[config.mk]
export PLATFORM = sky130hd
export DESIGN_NAME = traffic_light_monitor
export DESIGN_NICKNAME = d
export VERILOG_FILES = /design/src/rtl/traffic_light_monitor.sv
export SDC_FILE = /design/constraint.sdc
export NUM_CORES = 1
export LEC_CHECK = 0
export CORE_ASPECT_RATIO = 0.5
export CORE_MARGIN = 2
export CORE_UTILIZATION = 48
export DETAILED_ROUTE_END_ITERATION = 10
export GPL_TIMING_DRIVEN = 0
export PLACE_DENSITY_LB_ADDON = 0.08
export SLEW_MARGIN = 20
export SYNTH_ARGS = -nofsm -noshare
export SYNTH_HDL_FRONTEND = slang
export SYNTH_SLANG_ARGS = --single-unit
[constraint.sdc]
create_clock -name clk_125M -period 2.04 [get_ports clk_125M]
set_input_delay 0.306 -clock clk_125M [delete_from_list [all_inputs] [get_ports clk_125M]]
set_output_delay 0.306 -clock clk_125M [all_outputs]
set_load 0.03 [all_outputs]
[src/rtl/traffic_light_monitor.sv]
// Intersection lamp monitor: checks one-hot lamps, road conflicts, illegal
// sequencing and phase durations, with sticky flags and a highway phase timer.
module traffic_light_monitor #(
  parameter int TICK_DIV  = 125_000_000,
  parameter int YELLOW_T  = 3,
  parameter int MIN_GREEN = 10
) (
  input  logic        clk_125M,
  input  logic        rst,
  input  logic [2:0]  HL,
  input  logic [2:0]  FL,
  input  logic        clr,
  output logic [2:0]  err_code,
  output logic [1:0]  err_time,
  output logic        viol,
  output logic [7:0]  h_green_cnt,
  output logic [15:0] phase_ticks
);

  localparam int            PW     = (TICK_DIV > 1) ? $clog2(TICK_DIV) : 1;
  localparam logic [PW-1:0] PRE_TC = PW'(TICK_DIV - 1);
  localparam logic [15:0]   YT     = 16'(YELLOW_T);
  localparam logic [15:0]   MG     = 16'(MIN_GREEN);
  localparam logic [2:0]    LG     = 3'b100;
  localparam logic [2:0]    LY     = 3'b010;
  localparam logic [2:0]    LR     = 3'b001;

  function automatic logic f_onehot(input logic [2:0] v);
    return (v == 3'b001) || (v == 3'b010) || (v == 3'b100);
  endfunction

  logic [PW-1:0]    r_pre;
  logic             w_tick;
  logic             r_pv;
  logic [1:0][2:0]  w_lamp;
  logic [1:0][2:0]  r_prev;
  logic [1:0][15:0] r_cnt;
  logic [1:0]       w_chg, w_chk, w_g2y, w_y2r, w_r2g;
  logic [1:0]       w_bad_oh, w_trans_err, w_yel_err, w_grn_err;
  logic [2:0]       w_det_code, w_base_code, r_err_code;
  logic [1:0]       w_det_time, w_base_time, r_err_time;
  logic             r_viol;
  logic [7:0]       r_hg;
  logic             w_hg_inc;

  // Road index 0 is the highway, 1 the farm road.
  assign w_lamp = {FL, HL};
  assign w_tick = (r_pre == PRE_TC);

  always_comb begin
    w_chg       = '0;
    w_chk       = '0;
    w_g2y       = '0;
    w_y2r       = '0;
    w_r2g       = '0;
    w_bad_oh    = '0;
    w_trans_err = '0;
    w_yel_err   = '0;
    w_grn_err   = '0;
    for (int g = 0; g < 2; g++) begin
      w_bad_oh[g]    = !f_onehot(w_lamp[g]);
      w_chg[g]       = r_pv && (w_lamp[g] != r_prev[g]);
      w_chk[g]       = r_pv && f_onehot(w_lamp[g]) && f_onehot(r_prev[g]);
      w_g2y[g]       = w_chk[g] && (r_prev[g] == LG) && (w_lamp[g] == LY);
      w_y2r[g]       = w_chk[g] && (r_prev[g] == LY) && (w_lamp[g] == LR);
      w_r2g[g]       = w_chk[g] && (r_prev[g] == LR) && (w_lamp[g] == LG);
      w_trans_err[g] = w_chk[g] && w_chg[g] && !(w_g2y[g] || w_y2r[g] || w_r2g[g]);
      w_yel_err[g]   = w_y2r[g] && (r_cnt[g] != YT);
      w_grn_err[g]   = w_g2y[g] && (r_cnt[g] < MG);
    end
    w_det_code  = {|w_trans_err, !HL[0] && !FL[0], |w_bad_oh};
    w_det_time  = {|w_grn_err, |w_yel_err};
    // clr drops the old flags first so a same-cycle violation re-sets and pulses.
    w_base_code = clr ? 3'b000 : r_err_code;
    w_base_time = clr ? 2'b00  : r_err_time;
    w_hg_inc    = w_r2g[0] || (!r_pv && (HL == LG));
  end

  always_ff @(posedge clk_125M) begin
    if (rst) begin
      r_pre      <= '0;
      r_pv       <= 1'b0;
      r_prev     <= '0;
      r_cnt      <= '0;
      r_err_code <= '0;
      r_err_time <= '0;
      r_viol     <= 1'b0;
      r_hg       <= '0;
    end else begin
      r_pre      <= w_tick ? '0 : r_pre + 1'b1;
      r_pv       <= 1'b1;
      r_err_code <= w_base_code | w_det_code;
      r_err_time <= w_base_time | w_det_time;
      r_viol     <= (|(w_det_code & ~w_base_code)) || (|(w_det_time & ~w_base_time));
      if (w_hg_inc && (r_hg != 8'hFF))
        r_hg <= r_hg + 8'd1;
      for (int g = 0; g < 2; g++) begin
        r_prev[g] <= w_lamp[g];
        // A tick landing on the change edge is counted for the new lamp state.
        if (!r_pv)
          r_cnt[g] <= '0;
        else if (w_chg[g])
          r_cnt[g] <= {15'd0, w_tick};
        else if (w_tick && (r_cnt[g] != 16'hFFFF))
          r_cnt[g] <= r_cnt[g] + 16'd1;
      end
    end
  end

  assign err_code    = r_err_code;
  assign err_time    = r_err_time;
  assign viol        = r_viol;
  assign h_green_cnt = r_hg;
  assign phase_ticks = r_cnt[0];

endmodule

# Word-level counts from Yosys, hierarchy flattened
# Cells that the tools add are included.
dict set report totals {
  regBits 80
  latchBits 0
  ram_bits 0
  romBits 0
  inputBits 9
  output_inout_bits 30
  elab_cells 116
  mem_count 0
}
dict set report classes {
  add_sub_neg 4
  mul 0
  div_mod_pow 0
  order_cmp 2
  eq_ne 20
  shift 0
  muxes 7
  n_bitwise 7
  reduce_logical 64
}
# op count
set op_table {}
lappend op_table {{adder 16 x 1 -> 16 bit, second input constant} 2}
lappend op_table {{< comparator 16 x 4 -> 1 bit, second input constant} 2}
lappend op_table {{!= test 16 bit, second input constant} 2}
lappend op_table {{!= test 16 x 2 -> 1 bit, second input constant} 2}
lappend op_table {{logical AND 1 bit} 31}
lappend op_table {{adder 27 x 1 -> 27 bit, second input constant} 1}
lappend op_table {{== test 27 bit, second input constant} 1}
lappend op_table {{logical OR 1 bit} 14}
lappend op_table {{OR reduction 2 bit} 7}
lappend op_table {{== test 3 x 1 -> 1 bit, second input constant} 4}
lappend op_table {{== test 3 x 2 -> 1 bit, second input constant} 4}
lappend op_table {{== test 3 bit, second input constant} 4}
lappend op_table {{OR reduction 3 bit} 3}
lappend op_table {{adder 8 x 1 -> 8 bit, second input constant} 1}
lappend op_table {{!= test 8 bit, second input constant} 1}
lappend op_table {{zero test 1 bit} 7}
lappend op_table {{!= test 3 bit} 2}
lappend op_table {{2-to-1 mux 1 bit} 5}
lappend op_table {{nonzero test 2 bit} 2}
lappend op_table {{bitwise AND 3 bit} 1}
lappend op_table {{2-to-1 mux 3 bit} 1}
lappend op_table {{NOT 3 bit} 1}
lappend op_table {{bitwise OR 3 bit} 1}
lappend op_table {{bitwise AND 2 bit} 1}
lappend op_table {{other kinds (4)} 4}

# Longest topological paths before layout
# Gate-level depths: netlist (run 1).
dict set report logic_depth {
  depth_word 15
  depth_mapped 8
  ltp_nobuf 7
}

# Worst setup path after synthesis (run 1)
# Ideal clock, no wire load.
dict set report synth_timing {
  path_type {reg2reg}
  startpoint {register r_pre[0]}
  endpoint {register r_cnt, in the netlist phase_ticks[12]}
  setup_ns 0.128
  arrival_time_ns 1.954
  required_time_ns 1.912
  setup_slack_ns -0.042
  path_stages_with_launch 8
  path_buffers 0
  synth_period_minus_slack_ns 2.082
  path_cell_list {dfxtp_1 > ha_1 > nand2_1 > nor4_4 > nand2_2 > or4b_1 > xnor2_1 > nor2_1}
}
dict set report synth_between {
  elab_chain_len 2
}
# element line
set synth_lines {}
lappend synth_lines {{start, declared} 32} ;# logic [PW-1:0] r_pre;
lappend synth_lines {{start signal, assigned} 90} ;# r_pre <= w_tick ? '0 : r_pre + 1'b1;
lappend synth_lines {{== test 27 bit} 48} ;# assign w_tick = (r_pre == PRE_TC);
lappend synth_lines {{logical AND 1 bit} 104} ;# else if (w_tick && (r_cnt[g] != 16'hFFFF))
lappend synth_lines {{end signal, assigned by index} 103} ;# r_cnt[g] <= {15'd0, w_tick};
lappend synth_lines {{end signal, assigned by index} 105} ;# r_cnt[g] <= r_cnt[g] + 16'd1;
lappend synth_lines {{end, declared} 37} ;# logic [1:0][15:0] r_cnt;
# Every way passes these cells.
# A chain may end at the register's enable or synchronous reset.

# Final worst setup path (run 1)
dict set report layout_timing {
  startpoint {register r_pre[7]}
  endpoint {register r_cnt, in the netlist phase_ticks[3]}
}
# Same word-level chain as after synthesis.

==> results_tabular.tex, run 1 <==
\begin{tabular}{lr}
\hline
Metric & Value \\
\hline
\multicolumn{2}{l}{\textbf{Finish}} \\
\quad Signed area change from the synthesized netlist to the final layout & 27.3\% \\
\quad Fill count & 717 \\
\quad Fin util & 64.2\% \\
\quad Final instance count without filler cells & 664 \\
\quad Share of layout cells above drive strength 1 & 19.9\% \\
\quad Post-layout nets & 560 \\
\quad Antenna Diode Count & 0 \\
\multicolumn{2}{l}{\textbf{STA}} \\
\quad Final worst-path cycle share & 97.9\% \\
\quad Max Clk Rate & 501 MHz \\
\quad Final number of max-transition violations & 0 \\
\quad Setup Skew & 4.54 ps \\
\quad Endpoints failing setup & 0 \\
\quad Unrepaired setup endpoints after global routing & true \\
\quad Final Hold Fails & 0 \\
\quad Minimum period implied by the final worst setup slack & 2000 ps \\
\quad Relative slew margins & 64.8\% \\
\quad Transition time at the pin with the least slew margin & 524 ps \\
\quad Final worst hold slack & 395 ps \\
\multicolumn{2}{l}{\textbf{Worst setup path}} \\
\quad Cells along the critical path & nor4b\_2 > and4\_4 > o311ai\_4 > buf\_4 > or3\_2 > a21oi\_1 \\
\quad Maximum fanout encountered on the critical timing path & 6 \\
\quad Timing endpoint of the critical path & phase\_ticks[3]\$\_SDFFE\_PP0P\_ \\
\quad Critical-path cell with the highest stage delay & or3\_2 \\
\quad R2R Setup Slk & 40 ps \\
\quad Critical path type & register to register \\
\quad Required time worst endpoint & 2300 ps \\
\quad Cell depth of the worst flop-to-flop path & 6 \\
\quad CP endpoint kind & register \\
\quad Endpoint arrival time on the critical path & 2260 ps \\
\quad Critical Path Start Type & register \\
\quad Launch instance of the worst register-to-register path & r\_pre[7]\$\_SDFF\_PP0\_ \\
\quad Startpoint of the most critical setup path & r\_pre[7]\$\_SDFF\_PP0\_ \\
\quad Worst reg2reg path endpoint & phase\_ticks[3]\$\_SDFFE\_PP0P\_ \\
\quad Critical path's largest stage delay & 430 ps \\
\multicolumn{2}{l}{\textbf{Route}} \\
\quad Total vias in the final route & 3538 \\
\quad Count of unresolved DRC violations after routing & 0 \\
\quad Number of nets with antenna violations after detailed routing & 0 \\
\quad Number of iterations in the first detailed-routing pass & 4 \\
\quad Routed WL & 9330 µm \\
\quad Number of vias per cell & 5.33 \\
\quad Mean routed wirelength per cell & 14.0 µm \\
\quad Number of DRC violations after detailed-routing iteration 0 & 263 \\
\multicolumn{2}{l}{\textbf{Power}} \\
\quad Net Switching & 0.740 mW \\
\quad Switching fraction of total power & 22.4\% \\
\quad Power share of the combinational group & 5.7\% \\
\quad Share of power burned in the clock network & 46.1\% \\
\quad Highest ir drop seen on vdd & 498 µV \\
\quad Total power divided by cell area & 633 mW/mm² \\
\quad Cell leakage power & 1.72 nW \\
\quad Internal power summed over all cells & 2.57 mW \\
\quad Reg power frac & 48.2\% \\
\multicolumn{2}{l}{\textbf{Placement}} \\
\quad Placed insts & 634 \\
\quad Port Buf Inserts & 35 \\
\quad Detailed Place HPWL & 6340 µm \\
\quad Final weighted congestion in routability-driven placement & 0.802 \\
\multicolumn{2}{l}{\textbf{Clock network}} \\
\quad CTS sink count & 80 \\
\quad TritonCTS clock tree & yes \\
\quad Clock buffer count from CTS & 9 \\
\quad Clock Path Buffers & 2 \\
\quad Cell at the root of the clock tree & clkbuf\_16 \\
\quad Total of hold buffers inserted after clock tree synthesis & 0 \\
\quad Clock network latency to the later pin of the worst-skew pair & 330 ps \\
\quad CTS H-tree depth & 3 \\
\quad Clock transition at the registers of the reported paths & 60 ps \\
\multicolumn{2}{l}{\textbf{Synthesis}} \\
\quad Gate Count Post-Synth & 487 \\
\quad Total of warnings raised by yosys & 0 \\
\quad Count of distinct cell types in the synthesized netlist & 53 \\
\quad Count of flip-flops with a built-in enable after synthesis & 0 \\
\quad Async S/R FF share, synth & 0\% \\
\quad Dominant synthesized flop cell & dfxtp\_1 \\
\quad Register area share after synthesis & 39.0\% \\
\quad Post-synth design cell area & 0.00411 mm² \\
\quad Synthesized area divided by synthesized cell count & 8.43 µm² \\
\quad Flop and latch count out of synthesis & 80 \\
\quad Syn\_nets & 500 \\
\multicolumn{2}{l}{\textbf{Floorplan}} \\
\quad DIE AREA & 0.00935 mm² \\
\quad Top-level port count & 39 \\
\quad Die span in y & 69.4 µm \\
\quad Initial cell density of the core & 50.4\% \\
\quad Site Rows & 23 \\
\quad Die width & 135 µm \\
\quad Area of the core & 0.00814 mm² \\
\multicolumn{2}{l}{\textbf{GRT}} \\
\quad Number of global-route vias before repair & 3144 \\
\quad Global-route wire length before repair & 15400 µm \\
\quad Largest net degree at the start of global routing & 13 \\
\quad Grt ovf & 0 \\
\quad Total routing usage reported by global routing & 20.4\% \\
\quad Antenna violations before repair & 0 \\
\multicolumn{2}{l}{\textbf{Min path}} \\
\quad Hold path startpoint & FL[1] \\
\quad Worst hold path class & input port to register \\
\multicolumn{2}{l}{\textbf{Flow run}} \\
\quad Max Cap Viol & 0 \\
\multicolumn{2}{l}{\textbf{Outcome}} \\
\quad Status & complete, no violations \\
\hline
\end{tabular}
[worst min-delay path by stage]
stage / end / slack (ps) / cells after the start
after floorplan: r_prev[5]$_SDFF_PP0_ / 380 / 1
after global routing: r_prev[4]$_SDFF_PP0_ / 410 / 2
final: r_prev[4]$_SDFF_PP0_ / 390 / 2
after global placement: r_pre[0]$_SDFF_PP0_ / 460 / 1
after detailed placement: r_pre[0]$_SDFF_PP0_ / 460 / 1
after CTS: r_prev[4]$_SDFF_PP0_ / 370 / 2
[kinds of logic after synthesis]
kind of cell	Yosys count	share of synthesized area, %
AND/OR/NAND/NOR	245	31.5
flip-flops	80	39.0
XOR/XNOR	62	13.2
AO/OA/AOI/OAI	47	8.08
buffers and inverters	46	6.22
adder cells (fa/ha/maj)	4	1.22
multiplexers	3	0.732
[final cells by class]
class	instances	area [µm²]	area share [%]
Multi-Input combinational cell	361	2430	46.4
Sequential cell	80	1650	31.6
Timing Repair Buffer	50	467	8.93
Clock buffer	13	270	5.17
Buffer	31	204	3.90
Tap cell	112	140	2.68
Inverter	14	52.6	1.01
Clock inverter	3	15.0	0.287
[Yosys cell counts, types with 4 or more instances]
library cell	instances	share of area, %
clkbuf_1	13	1.2
nand4_1	14	2.1
nor2b_1	6	0.91
nor3_2	5	1.2
ha_1	4	1.2
buf_4	16	2.9
nor3_1	22	2.7
a21oi_1	14	1.7
nand2_1	32	2.9
inv_1	13	1.2
nor2_1	81	7.4
xor2_1	22	4.7
o21ai_0	13	1.6
and3_1	9	1.4
and4_1	5	1.1
nand3_1	23	2.8
dfxtp_1	80	39
xnor2_1	40	8.5
nor3b_1	6	1.1
or3_1	7	1.1
nor4_1	16	2.4
[power by group through the flow]
| stage | Combinational (mW) | Clock [mW] | Sequential [mW] |
|---|---|---|---|
| finish | 0.190 | 1.52 | 1.59 |
| detailed placement | 0.167 | 0 | 1.64 |
| CTS | 0.173 | 1.56 | 1.61 |
| global placement | 0.167 | 0 | 1.64 |
| floorplan | 0.0985 | 0 | 1.65 |
| global route | 0.210 | 1.63 | 1.60 |
[sequential cells by signal (all words and copies together) (netlist names)]
name / flops
phase_ticks: 16
viol: 1
err_code: 3
err_time: 2
r_cnt: 16
h_green_cnt: 8
r_pre: 27
r_prev: 6
r_pv: 1
[metal layers]
layer | global-route usage, % | routed length [µm]
met1 | 29.8 | 4870
met2 | 29.5 | 4020
met4 | 4.91 | 51
met5 | 0 | 0
met3 | 5.77 | 385
[timing repair]
action / CTS / global route
cloned: 0 / 1
hold endpoints to repair: 0 / 0
gates resized for setup: 15 / 60
endpoints found under the setup margin: 58 / 60
pin swaps: 3 / 7
setup buffers: 4 / 10
[cell usage in the layout (no fill, tap or decap), drive strengths merged, types with 2 or more instances in the layout]
cell type	synthesis	layout
a21oi	14	14
a31oi	2	2
a32oi	2	2
and3	9	9
and4	5	5
buf	19	34
clkbuf	13	25
clkdlybuf4s50	0	35
clkinv	1	4
dfxtp	80	80
ha	4	4
inv	13	13
mux2i	3	3
nand2	33	33
nand2b	3	3
nand3	24	24
nand4	15	15
nor2	81	81
nor2b	6	6
nor3	27	27
nor3b	6	6
nor4	17	17
nor4bb	3	3
o21ai	14	14
o311ai	2	2
o32ai	3	3
or3	8	8
or4b	2	2
xnor2	40	40
xor2	22	22
[stage by stage]
| step | setup TNS (ps) | area [µm²] | power [mW] | setup WS [ps] |
|---|---|---|---|---|
| finish | 0 | 5230 | 3.31 | 42.3 |
| global route | -23.7 | 5230 | 3.44 | -10.5 |
| CTS | 0 | 4960 | 3.34 | 2.68 |
| detailed placement | -16090 | 4600 | 1.81 | -561 |
| global placement | -16180 | 4600 | 1.81 | -538 |
| floorplan | 0 | 4110 | 1.75 | 2.09 |
[worst max-delay path, delay by kind of cell (launching register included)]
kind                   cells  cell delay, ps
DFF                        1             370
and+or+nand+nor            3            1080
buffers and inverters      1             170
AOI/OAI and AO/OA          2             300
Power figures use the tool's default switching activity.
==> run 2, diff against run 1 <==
--- a/config.mk
+++ b/config.mk
@@ -10,7 +10,7 @@
 export CORE_UTILIZATION = 48
 export DETAILED_ROUTE_END_ITERATION = 10
 export GPL_TIMING_DRIVEN = 0
-export PLACE_DENSITY_LB_ADDON = 0.08
+export PLACE_DENSITY = 0.82
 export SLEW_MARGIN = 20
 export SYNTH_ARGS = -nofsm -noshare
 export SYNTH_HDL_FRONTEND = slang
==> results_tabular.tex, run 2 (synthesized netlist as in run 1, its figures left out) <==
\begin{tabular}{lr}
\hline
Metric & Value \\
\hline
\multicolumn{2}{l}{\textbf{Floorplan}} \\
\quad Initial cell density of the core & 50.4\% \\
\quad Die width & 135 µm \\
\quad Site Rows & 23 \\
\quad Area of the core & 0.00814 mm² \\
\quad Die span in y & 69.4 µm \\
\quad DIE AREA & 0.00935 mm² \\
\quad Top-level port count & 39 \\
\multicolumn{2}{l}{\textbf{STA}} \\
\quad Relative slew margins & 66.2\% \\
\quad Worst Slack Setup Final & 52.9 ps \\
\quad Unrepaired setup endpoints after global routing & true \\
\quad Final Hold Fails & 0 \\
\quad Final worst-path cycle share & 97.4\% \\
\quad Max Clk Rate & 503 MHz \\
\quad Final worst hold slack & 372 ps \\
\quad Minimum period implied by the final worst setup slack & 1990 ps \\
\quad Setup Skew & 4.92 ps \\
\quad Setup TNS after final layout & 0 ps \\
\quad Transition time at the pin with the least slew margin & 502 ps \\
\quad Final number of max-transition violations & 0 \\
\quad Endpoints failing setup & 0 \\
\multicolumn{2}{l}{\textbf{Finish}} \\
\quad Largest register FFs & 27 \\
\quad Multi-input logic area & 0.00239 mm² \\
\quad Signed area change from the synthesized netlist to the final layout & 24.6\% \\
\quad Commonest non-fill, non-tap cell in the layout & nor2\_1 \\
\quad Post-layout nets & 552 \\
\quad Share of layout cells above drive strength 1 & 18.6\% \\
\quad Fin util & 62.8\% \\
\quad Commonest cells after routing, fill and taps aside & nor2\_1 (81), dfxtp\_1 (60), xnor2\_1 (40), clkdlybuf4s50\_1 (35), nand2\_1 (30) \\
\quad Reg with most FFs & r\_pre \\
\quad Sequential cell area & 0.00165 mm² \\
\quad Fill count & 626 \\
\quad Antenna Diode Count & 0 \\
\multicolumn{2}{l}{\textbf{Worst setup path}} \\
\quad Critical path type & register to register \\
\quad Cell depth of the worst flop-to-flop path & 7 \\
\quad Maximum fanout encountered on the critical timing path & 6 \\
\quad Required time worst endpoint & 2260 ps \\
\quad Critical path's largest stage delay & 540 ps \\
\quad Cells along the critical path & nand4\_1 > nor4\_4 > buf\_6 > nand2\_2 > or4b\_1 > xor2\_1 > nor2\_1 \\
\quad Critical-path cell with the highest stage delay & or4b\_1 \\
\quad Critical Path Start Type & register \\
\quad CP endpoint kind & register \\
\quad Endpoint arrival time on the critical path & 2200 ps \\
\quad Worst reg2reg path endpoint & r\_cnt[28]\$\_SDFFE\_PP0P\_ \\
\quad Launch instance of the worst register-to-register path & r\_pre[21]\$\_SDFF\_PP0\_ \\
\quad R2R Setup Slk & 50 ps \\
\multicolumn{2}{l}{\textbf{Power}} \\
\quad Highest ir drop seen on vdd & 597 µV \\
\quad Switching fraction of total power & 23.0\% \\
\quad Reg power frac & 49.2\% \\
\quad Cell leakage power & 1.62 nW \\
\quad Total power divided by cell area & 636 mW/mm² \\
\quad Internal power summed over all cells & 2.50 mW \\
\quad Share of power burned in the clock network & 45.3\% \\
\quad Net Switching & 0.748 mW \\
\quad Power share of the combinational group & 5.6\% \\
\quad Pwr Total & 3.25 mW \\
\multicolumn{2}{l}{\textbf{Clock network}} \\
\quad Clock transition at the registers of the reported paths & 60 ps \\
\quad Clock Path Buffers & 2 \\
\quad Clock buffer count from CTS & 9 \\
\quad Cell at the root of the clock tree & clkbuf\_16 \\
\quad Clock network latency to the later pin of the worst-skew pair & 340 ps \\
\quad CTS H-tree depth & 3 \\
\quad TritonCTS clock tree & yes \\
\quad CTS sink count & 80 \\
\multicolumn{2}{l}{\textbf{Min path}} \\
\quad Hold path startpoint & FL[1] \\
\quad Cell count of the worst hold path & 2 \\
\quad Worst hold path class & input port to register \\
\quad Endpoint of the worst hold path & r\_prev[4]\$\_SDFF\_PP0\_ \\
\multicolumn{2}{l}{\textbf{Route}} \\
\quad Number of iterations in the first detailed-routing pass & 4 \\
\quad Count of unresolved DRC violations after routing & 0 \\
\quad Number of vias per cell & 5.52 \\
\quad Total vias in the final route & 3618 \\
\quad Mean routed wirelength per cell & 14.2 µm \\
\quad Routed WL & 9290 µm \\
\quad Number of DRC violations after detailed-routing iteration 0 & 329 \\
\quad Number of nets with antenna violations after detailed routing & 0 \\
\multicolumn{2}{l}{\textbf{Placement}} \\
\quad Detailed Place HPWL & 6250 µm \\
\quad Port Buf Inserts & 35 \\
\quad Final weighted congestion in routability-driven placement & 0.830 \\
\quad Setup slack at placement & -497 ps \\
\multicolumn{2}{l}{\textbf{GRT}} \\
\quad Grt ovf & 0 \\
\quad Number of global-route vias before repair & 3364 \\
\quad Largest net degree at the start of global routing & 13 \\
\quad Antenna violations before repair & 0 \\
\quad Global-route wire length before repair & 15900 µm \\
\quad Total routing usage reported by global routing & 21.1\% \\
\multicolumn{2}{l}{\textbf{Flow run}} \\
\quad Max Cap Viol & 0 \\
\multicolumn{2}{l}{\textbf{Outcome}} \\
\quad Status & complete, no violations \\
\hline
\end{tabular}
run 2: power by group through the flow:
stage	Clock (mW)	Sequential (mW)	Combinational (mW)
finish	1.47	1.60	0.181
floorplan	0	1.65	0.0985
detailed placement	0	1.64	0.164
global route	1.56	1.60	0.199
global placement	0	1.64	0.160
CTS	1.49	1.61	0.169
run 2: layer usage:
layer	track usage (%)	vias up	routed length [µm]
li1	-	1788	-
met1	28.1	1723	4390
met2	32.5	87	4200
met3	6.07	20	521
met4	7.95	0	182
met5	0	-	0
run 2: stage by stage:
step / cell area, µm² / instances
final: 5110 / 656
after global placement: 4600 / 634
after global routing: 5110 / 656
after detailed placement: 4600 / 634
after CTS: 4920 / 653
after floorplan: 4110 / 487
run 2: timing repair:
item | 4_1_cts | 5_1_grt
endpoints found under the setup margin | 59 | 63
resized for setup | 11 | 59
endpoints found under the hold margin | 0 | 0
gates cloned | 0 | 1
pin swaps | 4 | 4
hold buffers | 0 | 0
setup buffers | 3 | 2
run 2: how the worst max path moves through the flow:
stage                                   end  slack [ps]                   startpoint
2_1_floorplan  phase_ticks[12]$_SDFFE_PP0P_           2          r_pre[0]$_SDFF_PP0_
3_3_place_gp                viol$_SDFF_PP0_        -470                        HL[0]
3_5_place_dp                viol$_SDFF_PP0_        -500                        HL[0]
4_1_cts         phase_ticks[7]$_SDFFE_PP0P_           2  phase_ticks[4]$_SDFFE_PP0P_
5_1_grt              r_cnt[28]$_SDFFE_PP0P_         -60         r_pre[21]$_SDFF_PP0_
6_report             r_cnt[28]$_SDFFE_PP0P_          50         r_pre[21]$_SDFF_PP0_
run 2: layout make-up:
type | instances | share of cell area (%)
multi-input combinational | 361 | 46.8
timing repair buffer | 41 | 7.88
buffer | 32 | 4.16
sequential | 80 | 32.2
tap | 112 | 2.74
clock inverter | 3 | 0.342
inverter | 14 | 1.03
clock buffer | 13 | 4.89
run 2: critical path: cells and delay by family, from the launching register on:
kind	cells	cell delay, ps
buffers and inverters	1	170
flip-flops	1	380
AND/OR/NAND/NOR	5	1150
XOR/XNOR	1	150
